## config.mk

```make
export PLATFORM = sky130hd
export DESIGN_NAME = imem_loader
export DESIGN_NICKNAME = d
export VERILOG_FILES = /design/src/rtl/imem_loader.sv
export SDC_FILE = /design/constraint.sdc
export NUM_CORES = 1
export LEC_CHECK = 0
export CORE_MARGIN = 4
export CORE_UTILIZATION = 30
export DETAILED_ROUTE_END_ITERATION = 10
export PLACE_DENSITY = 0.49
export SLEW_MARGIN = 20
export SYNTH_ARGS = -nofsm -noshare
export SYNTH_HDL_FRONTEND = slang
export SYNTH_SLANG_ARGS = --single-unit
```

## constraint.sdc

```tcl
create_clock -name clk -period 1.8 [get_ports clk]
set_input_delay 0.36 -clock clk [delete_from_list [all_inputs] [get_ports clk]]
set_output_delay 0.36 -clock clk [all_outputs]
set_load 0.01 [all_outputs]
```

## src/rtl/imem_loader.sv

```systemverilog
// imem_loader: framed byte-stream loader for the instruction memory.
// Holds the CPU in reset until a length- and checksum-verified image is written.
module imem_loader #(
    parameter int          DEPTH     = 64,
    parameter logic [31:0] BASE_ADDR = 32'h0
) (
    input  logic        clk,
    input  logic        reset,
    input  logic        start,
    input  logic        rx_valid,
    input  logic [7:0]  rx_data,
    output logic        rx_ready,
    output logic        mem_we,
    output logic [31:0] mem_addr,
    output logic [31:0] mem_wdata,
    output logic        cpu_hold,
    output logic        done,
    output logic        err,
    output logic [1:0]  err_code,
    output logic [15:0] words_loaded
);

    localparam int IW = $clog2(DEPTH) + 1;

    typedef enum logic [2:0] {
        S_LEN0,
        S_LEN1,
        S_DATA,
        S_CSUM,
        S_DONE,
        S_ERR
    } state_t;

    state_t          state;
    state_t          state_nx;
    logic [7:0]      len_lo;
    logic [15:0]     len;
    logic [7:0]      xor_acc;
    logic [IW-1:0]   idx;
    logic [1:0]      bcnt;
    logic [23:0]     sh;
    logic [1:0]      code_q;
    logic            accept;
    logic            rearm;
    logic [15:0]     n_in;
    logic            len_bad;
    logic            last_word;
    logic            csum_ok;

    assign rx_ready     = (state == S_LEN0) || (state == S_LEN1) ||
                          (state == S_DATA) || (state == S_CSUM);
    assign accept       = rx_valid && rx_ready;
    assign n_in         = {rx_data, len_lo};
    assign len_bad      = n_in > 16'(DEPTH);
    assign last_word    = (16'(idx) + 16'd1) == len;
    assign csum_ok      = (xor_acc ^ rx_data) == 8'h00;
    assign err_code     = code_q;
    assign words_loaded = 16'(idx);

    // State register.
    always_ff @(posedge clk or negedge reset) begin
        if (!reset) begin
            state <= S_LEN0;
        end else begin
            state <= state_nx;
        end
    end

    // Next-state logic and state-decoded status outputs.
    always_comb begin
        state_nx = state;
        cpu_hold = 1'b1;
        done     = 1'b0;
        err      = 1'b0;
        rearm    = 1'b0;
        unique case (state)
            S_LEN0: begin
                if (accept) state_nx = S_LEN1;
            end
            S_LEN1: begin
                if (accept) begin
                    if (len_bad)            state_nx = S_ERR;
                    else if (n_in == 16'd0) state_nx = S_CSUM;
                    else                    state_nx = S_DATA;
                end
            end
            S_DATA: begin
                if (accept && bcnt == 2'd3 && last_word) state_nx = S_CSUM;
            end
            S_CSUM: begin
                if (accept) state_nx = csum_ok ? S_DONE : S_ERR;
            end
            S_DONE: begin
                done     = 1'b1;
                cpu_hold = 1'b0;
                if (start) begin
                    rearm    = 1'b1;
                    state_nx = S_LEN0;
                end
            end
            S_ERR: begin
                err = 1'b1;
                if (start) begin
                    rearm    = 1'b1;
                    state_nx = S_LEN0;
                end
            end
            default: state_nx = S_LEN0;
        endcase
    end

    // Byte assembly, running checksum and the registered imem write port.
    always_ff @(posedge clk or negedge reset) begin
        if (!reset) begin
            len_lo    <= 8'h00;
            len       <= 16'h0000;
            xor_acc   <= 8'h00;
            idx       <= '0;
            bcnt      <= 2'd0;
            sh        <= 24'h0;
            code_q    <= 2'd0;
            mem_we    <= 1'b0;
            mem_addr  <= BASE_ADDR;
            mem_wdata <= 32'h0;
        end else begin
            mem_we <= 1'b0;
            if (rearm) begin
                idx     <= '0;
                xor_acc <= 8'h00;
                bcnt    <= 2'd0;
                code_q  <= 2'd0;
            end else if (accept) begin
                xor_acc <= xor_acc ^ rx_data;
                unique case (state)
                    S_LEN0: len_lo <= rx_data;
                    S_LEN1: begin
                        len <= n_in;
                        if (len_bad) code_q <= 2'd1;
                    end
                    S_DATA: begin
                        sh   <= {rx_data, sh[23:8]};
                        bcnt <= bcnt + 2'd1;
                        if (bcnt == 2'd3) begin
                            mem_we    <= 1'b1;
                            mem_addr  <= BASE_ADDR + (32'(idx) << 2);
                            mem_wdata <= {rx_data, sh};
                            idx       <= idx + IW'(1);
                        end
                    end
                    S_CSUM: begin
                        if (!csum_ok) code_q <= 2'd2;
                    end
                    default: ;
                endcase
            end
        end
    end

endmodule
```

==> metrics.txt <==
status=finished with violations; violated checks=setup timing; routed len/inst=~15 um; cell count after synthesis=468; clk buf depth=2; GRT overflow=0; worst vdd ir=0.5080 mV; Critical path buffers and inverters=1; Post-synth ARST share=1.000; Cell Area, Synth=just over 5000 um^2; IO Port Bufs=64; number of global-route vias before repair=3762; endpoint class of the critical path=flip-flop; TritonCTS buffer count=9; drt pass-1 iters=4; min Tclk post-route=roughly 1900 ps; CP Max Fanout=5; crit path cell chain=buf_6 > or3_1 > nor3_2 > nor3_1 > a221o_1 > o32ai_2; nets@finish=602; Via density=approximately 4.5; crit path DAT=~2100 ps; Max-Cap Viols=0; total I/O pin count=99; Core Footprint=between 15000 and 20000 um^2; sequential area share after synthesis=0.5395; Die Wd=138.4 um; DRC=0; Final period util=1.035; CP max stage cell=dfrtp_2; fraction of layout cells with a size suffix above 1=0.3086; H-tree levels=3; Cell variety after synth=52; placed insts=786; startpoint types=flip-flop; Reg clk slew, reported paths=approximately 70 ps; kind of cell adding the most delay to the critical path=simple AND/OR/NAND/NOR gates; RePlAce Congestion=roughly 0.83; fin util=0.4059; die height=approximately 140 um; Total Die Area=19160 um^2; Syn. warnings=0; average size of a mapped cell=10.90 um^2; detailed placement HPWL=9147 um; Final Max Tran Viols=0; largest net degree at the start of global routing=34; Design Area, Final=6755 um^2; setup ws final=-63.73 ps; Clock Latency Late Sink=approximately 350 ps; row count=47; placed cell area=between 6000 and 7000 um^2; number of hold violations in the final report=0; antenna violations before repair=0; Final Setup Violations=3; Area Growth Syn to Fin=32.39%; Finished Layout Cells=approximately 800; routed via count=3645; crit path kind=flip-flop to flip-flop; Post-Route WL=between 10000 and 15000 um; CTS tree=done; Peak Freq=0.5366 GHz; min-delay worst type=primary input to async pin; All-Layer GR Usage=0.1303; Iter 0 DRT Violations=180; Initial Util=0.3066; crit-path max cell delay=around 410 ps; total power=~7 mW; Pwr per Cell Area=a little over 1000 nW/um^2; FF+latch count, synth=110; RSZ-0062 raised after global routing=true; Inserted Diodes=0; first-pass GRT wire length=20150 um; DRT antenna net count=0; EDFF count, synth=0; clk root buf=clkbuf_16; final setup skew=just under 10 ps; clock sink count=110; CP required=2060 ps; dominant synthesized flop cell=dfrtp_1; Leak=between 3 and 4 nW
[power by group]
group          leakage (nW)  internal [mW]  switching, mW  total [mW]
clock network         0.132          0.978          0.904        1.88
registers              1.46           2.87          0.331        3.20
logic                  1.66          0.986          0.857        1.84
[cell type report]
class | instances | area (um^2)
Timing Repair Buffer | 139 | 1236
Inverter | 6 | 22.52
Tap cell | 220 | 275.3
Sequential cell | 110 | 2758
Clock inverter | 5 | 33.78
Clock buffer | 11 | 242.7
Multi-Input combinational cell | 322 | 2187
Fill cell | 1633 | 9887
[metrics by stage]
step	TNS, ps	setup slack [ps]	hold slack, ps
5_1_grt	-403.1	-127.1	491.1
4_1_cts	-84.32	-45.93	462.0
3_5_place_dp	-28320	-549.0	306.8
2_1_floorplan	0	0.09892	64.41
6_report	-172.9	-63.73	461.0
3_3_place_gp	-27960	-515.5	300.3
[worst register-to-register path: cells and delay by family (launching register included)]
kind / cells / cell delay [ps]
compound gates: 2 / 550
simple gates: 3 / 690
buf+inv: 1 / 140
flops: 1 / 410
[path summary, 6_finish.rpt]
check                                     startpoint                  endpoint  slack (ps)  cells after the start
worst max-delay path            state[2]$_DFFE_PN0P_      state[0]$_DFFE_PN0P_         -60                      6
worst min-delay path                           reset    xor_acc[1]$_DFFE_PN0P_         460                      2
worst max register to register  state[2]$_DFFE_PN0P_      state[0]$_DFFE_PN0P_         -60                      6
worst min register to register     sh[7]$_DFFE_PN0P_  mem_wdata[7]$_DFFE_PN0P_         470                      2
max in group asynchronous                      reset        idx[0]$_DFFE_PN0P_         700                      3
min in group clk                   sh[7]$_DFFE_PN0P_  mem_wdata[7]$_DFFE_PN0P_         470                      2
[state kept, by name, indices dropped and copies added (netlist names)]
| signal | count |
|---|---|
| mem_addr | 7 |
| xor_acc | 8 |
| mem_wdata | 32 |
| err_code | 2 |
| len | 16 |
| idx | 7 |
| sh | 24 |
| state | 3 |
| len_lo | 8 |
| bcnt | 2 |
| mem_we | 1 |
[what timing repair did]
item | CTS | global route
buffers inserted | 8 | 2
resized for setup | 29 | 17
pin swaps | 8 | 5
hold buffers | 1 | 0
setup endpoints to repair | 12 | 50
hold endpoints to repair | 23 | 0
[cell families after synthesis]
group / share of synthesized area
buffers and inverters: 0.08239
flip-flops: 0.5395
other: 0.0007349
adder cells (fa/ha/maj): 0.004904
AND/OR/NAND/NOR: 0.1403
multiplexers: 0.1412
XOR/XNOR: 0.02747
AO/OA/AOI/OAI: 0.06352
[cell usage after synthesis (4+ instances only)]
cell type,count,share of area
dfrtp_1,110,0.54
nand2_1,95,0.070
mux2_2,56,0.12
buf_4,36,0.053
o21ai_0,22,0.022
nor2_1,20,0.015
buf_2,15,0.015
xnor2_1,14,0.024
clkbuf_1,10,0.0074
mux2_1,8,0.018
a21oi_1,6,0.0059
nand3_1,6,0.0059
nor3_1,6,0.0059
nor3_2,4,0.0078
[per-layer routing]
layer  track usage  vias up  share of wire
met5             0        -              0
met4       0.02964        0          0.011
met3       0.03626        9          0.043
met2        0.2109       83           0.47
met1        0.1750     1791           0.48
li1              -     1762              -
[layout by cell type (no fill, tap or decap), types with 8 or more instances in the layout]
cell and instances:
o21ai_0 20, mux2_2 56, clkdlybuf4s50_1 51, buf_4 69, clkbuf_16 9, xnor2_1 13, dfrtp_1 106, nor2_1 19
conb_1 34, nand2_1 94, mux2_1 8
(Power assumes the default switching activity.)
